===== config.mk =====
export PLATFORM = sky130hd
export DESIGN_NAME = trisc_seq_ctrl
export DESIGN_NICKNAME = d
export VERILOG_FILES = /design/src/rtl/trisc_pkg.sv /design/src/rtl/trisc_wait_timer.sv /design/src/rtl/trisc_seq_ctrl.sv
export SDC_FILE = /design/constraint.sdc
export NUM_CORES = 1
export LEC_CHECK = 0
export BUFFER_PORTS_ARGS = -buffer_cell sky130_fd_sc_hd__buf_2
export CAP_MARGIN = 20
export CELL_PAD_IN_SITES_DETAIL_PLACEMENT = 1
export CELL_PAD_IN_SITES_GLOBAL_PLACEMENT = 1
export CORE_MARGIN = 4
export CORE_UTILIZATION = 40
export DETAILED_ROUTE_END_ITERATION = 8
export PLACE_DENSITY = 0.87
export SLEW_MARGIN = 20
export SYNTH_ARGS = -nofsm -noshare
export SYNTH_HDL_FRONTEND = slang
export SYNTH_HIERARCHICAL = 1
export SYNTH_SLANG_ARGS = --single-unit

===== constraint.sdc =====
create_clock -name clk -period 3.52 [get_ports clk]
set_input_delay 0.704 -clock clk [delete_from_list [all_inputs] [get_ports clk]]
set_output_delay 0.704 -clock clk [all_outputs]
set_load 0.02 [all_outputs]

===== src/rtl/trisc_pkg.sv =====
// rtl/trisc_pkg.sv - shared opcodes, state encoding and ALU codes for the TRISC sequencer
// Contents: opcode constants, sequencer state enum, alu_op codes, wait counter width.

package trisc_pkg;

  localparam logic [3:0] OP_NOP  = 4'd0;
  localparam logic [3:0] OP_INCA = 4'd1;
  localparam logic [3:0] OP_CLRA = 4'd2;
  localparam logic [3:0] OP_LDA  = 4'd3;
  localparam logic [3:0] OP_STA  = 4'd4;
  localparam logic [3:0] OP_ADD  = 4'd5;
  localparam logic [3:0] OP_SUB  = 4'd6;
  localparam logic [3:0] OP_JMP  = 4'd7;
  localparam logic [3:0] OP_JZ   = 4'd8;
  localparam logic [3:0] OP_HLT  = 4'd9;

  localparam logic [1:0] ALU_ADD = 2'b00;
  localparam logic [1:0] ALU_SUB = 2'b01;

  // Wide enough for the largest legal timeout (255).
  localparam int TMR_W = 8;

  typedef enum logic [3:0] {
    S_RST,
    S_FA,
    S_FR,
    S_IRL,
    S_DEC,
    S_INC,
    S_CLR,
    S_OA,
    S_OR,
    S_OL,
    S_ALU,
    S_SW,
    S_JL,
    S_HALT
  } state_t;

endpackage


===== src/rtl/trisc_wait_timer.sv =====
// rtl/trisc_wait_timer.sv - memory handshake wait counter with timeout flag
// Ports: clk, CLR_n (async active-low reset), clear (sync zero), enable (count one wait cycle),
//        expired (count has reached MEM_TMO).

module trisc_wait_timer
  import trisc_pkg::*;
#(
  parameter int MEM_TMO = 15
) (
  input  logic clk,
  input  logic CLR_n,
  input  logic clear,
  input  logic enable,
  output logic expired
);

  localparam logic [TMR_W-1:0] TMO = TMR_W'(MEM_TMO);

  logic [TMR_W-1:0] cnt;

  // Saturates at the timeout value so a stuck enable cannot wrap around.
  always_ff @(posedge clk or negedge CLR_n) begin
    if (!CLR_n) begin
      cnt <= '0;
    end else if (clear) begin
      cnt <= '0;
    end else if (enable && !expired) begin
      cnt <= cnt + TMR_W'(1);
    end
  end

  assign expired = (cnt == TMO);

endmodule


===== src/rtl/trisc_seq_ctrl.sv =====
// rtl/trisc_seq_ctrl.sv - TRISC instruction sequencer (fetch/decode/execute control FSM)
// Inputs:  clk, CLR_n (async active-low reset), opcode, acc_zero, mem_rdy, run.
// Outputs: pc_clr/pc_inc/pc_ld, addr_sel, mem_rd/mem_wr, ir_ld,
//          acc_clr/acc_inc/acc_ld/acc_sel, alu_op, instr_done, halted, illegal, bus_err.

module trisc_seq_ctrl
  import trisc_pkg::*;
#(
  parameter int OP_W    = 4,
  parameter int MEM_TMO = 15
) (
  input  logic            clk,
  input  logic            CLR_n,
  input  logic [OP_W-1:0] opcode,
  input  logic            acc_zero,
  input  logic            mem_rdy,
  input  logic            run,
  output logic            pc_clr,
  output logic            pc_inc,
  output logic            pc_ld,
  output logic            addr_sel,
  output logic            mem_rd,
  output logic            mem_wr,
  output logic            ir_ld,
  output logic            acc_clr,
  output logic            acc_inc,
  output logic            acc_ld,
  output logic            acc_sel,
  output logic [1:0]      alu_op,
  output logic            instr_done,
  output logic            halted,
  output logic            illegal,
  output logic            bus_err
);

  state_t     state, state_nx;
  logic [3:0] op_q;
  logic       illegal_q, illegal_nx;
  logic       bus_err_q, bus_err_nx;
  logic       in_wait, tmo_exp, timeout;
  logic       op_hi_nz;
  logic [3:0] op_lo;

  // Any set bit above bit 3 makes the opcode illegal regardless of the low nibble.
  assign op_hi_nz = |(opcode >> 4);
  assign op_lo    = opcode[3:0];

  // The timer is held at zero outside the handshake states, so it is zero on entry.
  assign in_wait = (state == S_FR) || (state == S_OR) || (state == S_SW);
  assign timeout = in_wait && !mem_rdy && tmo_exp;

  trisc_wait_timer #(.MEM_TMO(MEM_TMO)) u_wait_timer (
    .clk     (clk),
    .CLR_n   (CLR_n),
    .clear   (!in_wait),
    .enable  (in_wait && !mem_rdy),
    .expired (tmo_exp)
  );

  always_ff @(posedge clk or negedge CLR_n) begin
    if (!CLR_n) begin
      state     <= S_RST;
      op_q      <= OP_NOP;
      illegal_q <= 1'b0;
      bus_err_q <= 1'b0;
    end else begin
      state     <= state_nx;
      illegal_q <= illegal_nx;
      bus_err_q <= bus_err_nx;
      // Operand phases run after the IR may have moved on, so keep our own copy.
      if (state == S_DEC) op_q <= op_lo;
    end
  end

  always_comb begin
    state_nx   = state;
    illegal_nx = illegal_q;
    bus_err_nx = bus_err_q;
    case (state)
      S_RST: state_nx = S_FA;
      S_FA:  state_nx = S_FR;
      S_FR: begin
        if (timeout) begin
          state_nx   = S_HALT;
          bus_err_nx = 1'b1;
        end else if (mem_rdy) begin
          state_nx = S_IRL;
        end
      end
      S_IRL: state_nx = S_DEC;
      S_DEC: begin
        if (op_hi_nz) begin
          state_nx   = S_HALT;
          illegal_nx = 1'b1;
        end else begin
          case (op_lo)
            OP_NOP:                        state_nx = S_FA;
            OP_INCA:                       state_nx = S_INC;
            OP_CLRA:                       state_nx = S_CLR;
            OP_LDA, OP_ADD, OP_SUB, OP_STA: state_nx = S_OA;
            OP_JMP:                        state_nx = S_JL;
            OP_JZ:                         state_nx = acc_zero ? S_JL : S_FA;
            OP_HLT:                        state_nx = S_HALT;
            default: begin
              state_nx   = S_HALT;
              illegal_nx = 1'b1;
            end
          endcase
        end
      end
      S_INC, S_CLR, S_JL, S_OL, S_ALU: state_nx = S_FA;
      S_OA: state_nx = (op_q == OP_STA) ? S_SW : S_OR;
      S_OR: begin
        if (timeout) begin
          state_nx   = S_HALT;
          bus_err_nx = 1'b1;
        end else if (mem_rdy) begin
          state_nx = (op_q == OP_LDA) ? S_OL : S_ALU;
        end
      end
      S_SW: begin
        if (timeout) begin
          state_nx   = S_HALT;
          bus_err_nx = 1'b1;
        end else if (mem_rdy) begin
          state_nx = S_FA;
        end
      end
      S_HALT: begin
        if (run) begin
          state_nx   = S_FA;
          illegal_nx = 1'b0;
          bus_err_nx = 1'b0;
        end
      end
      default: state_nx = S_RST;
    endcase
  end

  always_comb begin
    pc_clr     = 1'b0;
    pc_inc     = 1'b0;
    pc_ld      = 1'b0;
    addr_sel   = 1'b0;
    mem_rd     = 1'b0;
    mem_wr     = 1'b0;
    ir_ld      = 1'b0;
    acc_clr    = 1'b0;
    acc_inc    = 1'b0;
    acc_ld     = 1'b0;
    acc_sel    = 1'b0;
    alu_op     = ALU_ADD;
    instr_done = 1'b0;
    case (state)
      S_RST: pc_clr = 1'b1;
      S_FR:  mem_rd = 1'b1;
      S_IRL: ir_ld  = 1'b1;
      S_DEC: begin
        pc_inc = 1'b1;
        // DEC is the final state for NOP, HLT and an untaken JZ.
        instr_done = !op_hi_nz && ((op_lo == OP_NOP) || (op_lo == OP_HLT) ||
                                   ((op_lo == OP_JZ) && !acc_zero));
      end
      S_INC: begin
        acc_inc    = 1'b1;
        instr_done = 1'b1;
      end
      S_CLR: begin
        acc_clr    = 1'b1;
        instr_done = 1'b1;
      end
      S_JL: begin
        addr_sel   = 1'b1;
        pc_ld      = 1'b1;
        instr_done = 1'b1;
      end
      S_OA: addr_sel = 1'b1;
      S_OR: begin
        addr_sel = 1'b1;
        mem_rd   = 1'b1;
      end
      S_OL: begin
        acc_ld     = 1'b1;
        instr_done = 1'b1;
      end
      S_ALU: begin
        acc_sel    = 1'b1;
        acc_ld     = 1'b1;
        alu_op     = (op_q == OP_SUB) ? ALU_SUB : ALU_ADD;
        instr_done = 1'b1;
      end
      S_SW: begin
        addr_sel   = 1'b1;
        mem_wr     = 1'b1;
        // Only a completed write ends the instruction; a timeout leaves via mem_rdy=0.
        instr_done = mem_rdy;
      end
      default: ;
    endcase
  end

  assign halted  = (state == S_HALT);
  assign illegal = illegal_q;
  assign bus_err = bus_err_q;

endmodule


==> qor.yml, run 1 <==
synth_edf_count: 0
post-cts-setup-buffers: 0
drive_above_1_share_pct: 25.8
cts_sinks: 18
clock_skew_ps: 15.5
worstSetupPathType: "reg2out"
grt_pass1_vias: 1433
relSlewSlack_pct: 60.7
cts_tree: "done"
root_buffer: "clkbuf_4"
rows: 21
avgSynthCellArea_um2: 8.61
finalHoldViolCount: 0
place_hpwl_um: 3200
clock_latency_ps: 300
syn_inst: 166
grt_setup_unrepaired: "no"
vias: 1388
p_per_area_nw_per_um2: 715
drt_iter0_drc: 168
r2r-end: "u_wait_timer/cnt[7]$_DFFE_PN0P_"
ctsHoldBuffers: 0
total_power_mw: 1.13
ant_nets: 0
ys_async_sr_fraction_pct: 100
rr_startpoint: "state[3]$_DFFE_PN0P_"
drc_errors: 0
track_usage_pct: 20.0
clk_pin_slew_ps: 110
end_kind: "output pin"
vdd.ir_drop.worst_mv: 0.306
cp-start-kind: "flop"
yosys_most_used_dff: "dfrtp_1"
start_util_pct: 42.2
nNetsFinal: 193
syn_nets: 176
synth-seq-area-share_pct: 31.5
arrival_ps: 2030
antenna_found_initial: 0
wirelength_um: 4190
min_period_ps: 2730
wl_per_cell_um: 18.3
place_congestion: 0.912
drv_cap: 0
finalSetupTns_ps: 0
clockBufferDepth: 2
dp_cells: 224
status: "completed"
ys_types: 61
io_buffers: 24
cp_max_fo: 19
dr.pass1.iters: 4
io_pins: 26
die_area_um2: 4590
hp-class: "in2async"
r2r_slack_ps: 980
synth_seq_cells: 18
period_share_pct: 77.6
grt_max_degree: 20
nFillCells: 422
hold_ws_ps: 306
final_cells: 229
grt_pass1_wl_um: 6780
viasPerCell: 6.06
required_ps: 2820
cts_resized: 0
core_area_um2: 3390
setup_viol: 0
p_leak_nw: 0.658
grt-ovfl-total: 0
die_x_um: 67.8
fmax_mhz: 366
die_y_um: 67.8
cts_buffers: 3
htreeDepth: 1
area_growth_pct: 10.2
ys_warn_count: 6
syn_area_um2: 1430
slew_violations: 0
r2r_cells: 6
tightest_slew_ps: 590
[Yosys cell counts (2+ instances only)]
cell type | number | share of area (%)
a21oi_1 | 12 | 4.2
o32ai_1 | 2 | 1.2
o31ai_1 | 2 | 1.1
mux2_2 | 6 | 4.7
inv_1 | 8 | 2.1
or3_1 | 4 | 1.8
a22oi_1 | 2 | 1.1
nor3_1 | 7 | 2.5
o211ai_1 | 2 | 1.1
o21ai_0 | 6 | 2.1
xnor2_1 | 2 | 1.2
a211oi_1 | 2 | 1.1
a31oi_1 | 2 | 0.88
dfrtp_1 | 18 | 32
nand4_1 | 2 | 0.88
nor2_1 | 10 | 2.6
nand3_1 | 7 | 2.5
nand2_1 | 12 | 3.2
buf_4 | 2 | 1.1
nand2b_1 | 10 | 4.4
buf_2 | 7 | 2.5
nor2b_1 | 2 | 0.88
[worst max-delay path, cell delays in order, from the launching register on]
cell and delay (ps):
dfrtp_1 730, nand2b_1 380, nand2_1 140, a32oi_1 190
o31ai_1 100, buf_2 170
[logic make-up after synthesis]
family	Yosys count	synth area share (%)
buffers and inverters	21	7.27
multiplexers	8	6.48
XOR/XNOR	3	1.84
flip-flops	18	31.5
other	1	0.262
AO/OA/AOI/OAI	45	23.3
AND/OR/NAND/NOR	69	28.5
adder cells (fa/ha/maj)	1	0.876
[area by class of cell]
| type | count | area, µm² | area share [%] |
|---|---|---|---|
| clock buffer | 4 | 36.3 | 2.30 |
| inverter | 9 | 33.8 | 2.14 |
| antenna | 1 | 2.50 | 0.159 |
| sequential | 18 | 450 | 28.6 |
| multi-input combinational | 127 | 875 | 55.5 |
| timing repair buffer | 24 | 120 | 7.63 |
| tap | 46 | 57.6 | 3.65 |
[layout by cell type (no fill, tap or decap), types with 2 or more instances in the layout]
master and count:
nand2_1 12, a211oi_1 2, inv_1 8, o211ai_1 2
nor3_1 7, mux2_2 6, o21ai_0 6, nand2b_1 10
or3_1 4, xnor2_1 2, a31oi_1 2, buf_2 24
o32ai_1 2, nor2_1 10, a21oi_1 12, o31ai_1 2
nand3_1 7, nor2b_1 2, a22oi_1 2, nand4_1 2
clkbuf_4 3, dfrtp_1 18
[power by group]
group,leakage [nW],switching (mW),internal [mW]
Combinational,0.402,0.366,0.251
Clock,0.0210,0.0652,0.0631
Sequential,0.235,0.124,0.258
[worst max path at each step]
stage                               startpoint                         endpoint  slack [ps]  cells after the start
after floorplan                      opcode[3]                       instr_done        1150                      5
after global placement    state[3]$_DFFE_PN0P_                       instr_done        1170                      5
after detailed placement  state[3]$_DFFE_PN0P_  u_wait_timer/cnt[4]$_DFFE_PN0P_        1070                      6
after CTS                 state[3]$_DFFE_PN0P_                       instr_done         780                      5
after global routing      state[3]$_DFFE_PN0P_                       instr_done         680                      5
final                     state[3]$_DFFE_PN0P_                       instr_done         790                      5
[stage by stage]
| stage | utilization (%) | worst slack, ps | area [µm²] |
|---|---|---|---|
| after floorplan | - | 1150 | 1430 |
| after global placement | 45.3 | 1170 | 1540 |
| after detailed placement | 45.3 | 1070 | 1540 |
| after CTS | 46.4 | 782 | 1570 |
| after global routing | 46.4 | 678 | 1570 |
| final | 46.5 | 790 | 1580 |
[state kept, by name (all words and copies together), names as in the netlist]
signal and count:
state 4, bus_err 1, op_q 4, illegal 1
u_wait_timer/cnt 8
[per-layer routing]
metal  global-route usage (%)  vias to the layer above  wire length (µm)
met3                     4.49                        8               254
met2                     33.7                       51              2070
met1                     24.4                      679              1790
li1                         -                      650                 -
met4                     8.10                        0                70
met5                        0                        -                 0
(Power assumes the default switching activity.)
==> run 2, diff against run 1 <==
--- a/config.mk
+++ b/config.mk
@@ -5,14 +5,15 @@
 export SDC_FILE = /design/constraint.sdc
 export NUM_CORES = 1
 export LEC_CHECK = 0
+export ABC_AREA = 1
 export BUFFER_PORTS_ARGS = -buffer_cell sky130_fd_sc_hd__buf_2
 export CAP_MARGIN = 20
 export CELL_PAD_IN_SITES_DETAIL_PLACEMENT = 1
 export CELL_PAD_IN_SITES_GLOBAL_PLACEMENT = 1
 export CORE_MARGIN = 4
-export CORE_UTILIZATION = 40
+export CORE_UTILIZATION = 38
 export DETAILED_ROUTE_END_ITERATION = 8
-export PLACE_DENSITY = 0.87
+export PLACE_DENSITY = 0.88
 export SLEW_MARGIN = 20
 export SYNTH_ARGS = -nofsm -noshare
 export SYNTH_HDL_FRONTEND = slang
==> constraint.sdc (replaced) <==
create_clock -name clk -period 2.6 [get_ports clk]
set_input_delay 0.52 -clock clk [delete_from_list [all_inputs] [get_ports clk]]
set_output_delay 0.52 -clock clk [all_outputs]
set_load 0.02 [all_outputs]
==> run 2 against run 1 <==
Hold slack got worse by 120 ps. Global-route usage fell by 1.7 points. Clock skew fell by 11 ps. Die area rose by 2.9%. Synthesized area fell by 1.8%. First-iteration DRC count fell by 68%. Wire length fell by 10%. Count of clock-buffer cells in the layout did not move. Sequential cell count did not move. Register-to-register slack got worse by 70 ps. Via count fell by 0.29%.
==> qor.yml, run 2 <==
final_cells: 286
drt_iter0_drc: 54
ys_warn_count: 6
min_period_ps: 2180
vias: 1384
required_ps: 2080
clock_latency_ps: 250
ant_nets: 0
r2r_cells: 8
synthTopCellsByArea: "dfrtp_1, nand2_1, inv_1"
drive_above_1_share_pct: 24.6
nFillCells: 483
setup_viol: 0
ys_async_sr_fraction_pct: 100
synth_seq_cells: 18
final_common_cell: "nand2_1"
io_buffers: 24
nNetsFinal: 251
die_area_um2: 4730
root_buffer: "clkbuf_8"
wl_per_cell_um: 13.1
yosys_most_used_dff: "dfrtp_1"
p_leak_nw: 0.954
r2r-end: "u_wait_timer/cnt[3]$_DFFE_PN0P_"
worstSetupPathType: "reg2out"
htreeDepth: 1
synth_top_area_cell: "dfrtp_1"
p_per_area_nw_per_um2: 905
grt_pass1_vias: 1414
fmax_mhz: 458
seq_area_um2: 450
area_growth_pct: 16.1
endpoint: "instr_done"
avgSynthCellArea_um2: 6.58
reg_top3: "u_wait_timer/cnt (8), op_q (4), state (4)"
startpoint: "state[2]$_DFFE_PN0P_"
antenna_found_initial: 0
cts_buffers: 3
io_pins: 26
period_share_pct: 83.9
die_x_um: 68.8
place_congestion: 0.804
largest_register_ffs: 8
postPlaceCellArea_um2: 1570
cp_slowest_cell: "dfrtp_1"
cp_max_fo: 8
wirelength_um: 3760
ctsHoldBuffers: 0
grt_setup_unrepaired: "no"
cts_sinks: 18
n_antenna_cell: 0
cts_tree: "done"
cpPeakStageDelay_ps: 440
multiInputGateArea_um2: 798
hp-class: "in2async"
ys_types: 28
arrival_ps: 1660
rr_startpoint: "state[1]$_DFFE_PN0P_"
clock_skew_ps: 4.32
clockBufferDepth: 2
slew_violations: 0
final_cell_mix: "nand2_1, inv_1, nor2_1"
drv_cap: 0
drc_errors: 0
track_usage_pct: 18.3
dr.pass1.iters: 5
dp_cells: 282
core_area_um2: 3440
cp-start-kind: "flop"
syn_area_um2: 1400
start_util_pct: 40.7
final_util_pct: 47.3
cts_resized: 0
r2r_slack_ps: 910
synthTopCellsByCount: "nand2_1, inv_1, nor2_1"
synth-seq-area-share_pct: 32.1
die_y_um: 68.8
syn_nets: 223
rows: 21
finalSetupTns_ps: 0
path_cells: "inv_2 -> nor2_2 -> nand2_4 -> inv_2 -> o2111ai_1 -> o211ai_1 -> buf_2"
grt_max_degree: 19
fin_area_um2: 1630
post-cts-setup-buffers: 0
worst_slack_ps: 419
crit_top_cell: "inv_2"
clk_pin_slew_ps: 70
synthMostInstantiatedCell: "nand2_1"
status: "completed"
grt_pass1_wl_um: 6520
yosysTopAreaCellShare_pct: 32.1
place_hpwl_um: 3080
grt-ovfl-total: 0
place_ws_ps: 692
finalHoldViolCount: 0
synth_edf_count: 0
viasPerCell: 4.84
end_kind: "output pin"
largest-register: "u_wait_timer/cnt"
syn_inst: 213
vdd.ir_drop.worst_mv: 0.332
## run 2: cells by family after synthesis
kind of cell	share of synthesized area [%]
and+or+nand+nor	46.3
adders and majority gates	0.892
buffers and inverters	11.0
AOI/OAI and AO/OA	8.21
other	0.267
xor gates and xnor gates	1.25
DFF	32.1
## run 2: worst min path at each step
stage	end	cells after the start
6_report	state[3]$_DFFE_PN0P_	1
3_3_place_gp	u_wait_timer/cnt[4]$_DFFE_PN0P_	1
3_5_place_dp	u_wait_timer/cnt[4]$_DFFE_PN0P_	1
2_1_floorplan	bus_err$_DFFE_PN0P_	0
4_1_cts	u_wait_timer/cnt[4]$_DFFE_PN0P_	1
5_1_grt	u_wait_timer/cnt[4]$_DFFE_PN0P_	1
## run 2: per-stage QoR
stage / hold slack [ps] / total power [mW]
4_1_cts: 195 / 1.49
2_1_floorplan: 224 / 1.03
3_3_place_gp: 470 / 1.24
6_report: 188 / 1.47
5_1_grt: 208 / 1.61
3_5_place_dp: 476 / 1.26
## run 2: cell type report
| type | count | share of cell area [%] |
|---|---|---|
| Sequential cell | 18 | 27.7 |
| Multi-Input combinational cell | 155 | 49.0 |
| Inverter | 39 | 8.99 |
| Clock buffer | 4 | 3.38 |
| Timing Repair Buffer | 24 | 7.38 |
| Tap cell | 46 | 3.54 |
## run 2: layer usage
| metal | track usage, % | share of wire (%) |
|---|---|---|
| met5 | 0 | 0 |
| met4 | 2.92 | 0.37 |
| met3 | 2.43 | 3.6 |
| met2 | 31.0 | 46 |
| met1 | 25.2 | 50 |
## run 2: worst max-delay path, delay by kind of cell, from the launching register on
family / cells / cell delay (ps)
compound gates: 2 / 230
flops: 1 / 440
buf+inv: 3 / 380
simple gates: 2 / 360
## run 2: report_power, final
| group | leakage [nW] | switching [mW] | total [mW] | internal (mW) |
|---|---|---|---|---|
| clock | 0.0288 | 0.0874 | 0.222 | 0.134 |
| sequential | 0.235 | 0.0754 | 0.434 | 0.358 |
| combinational | 0.690 | 0.566 | 0.818 | 0.252 |
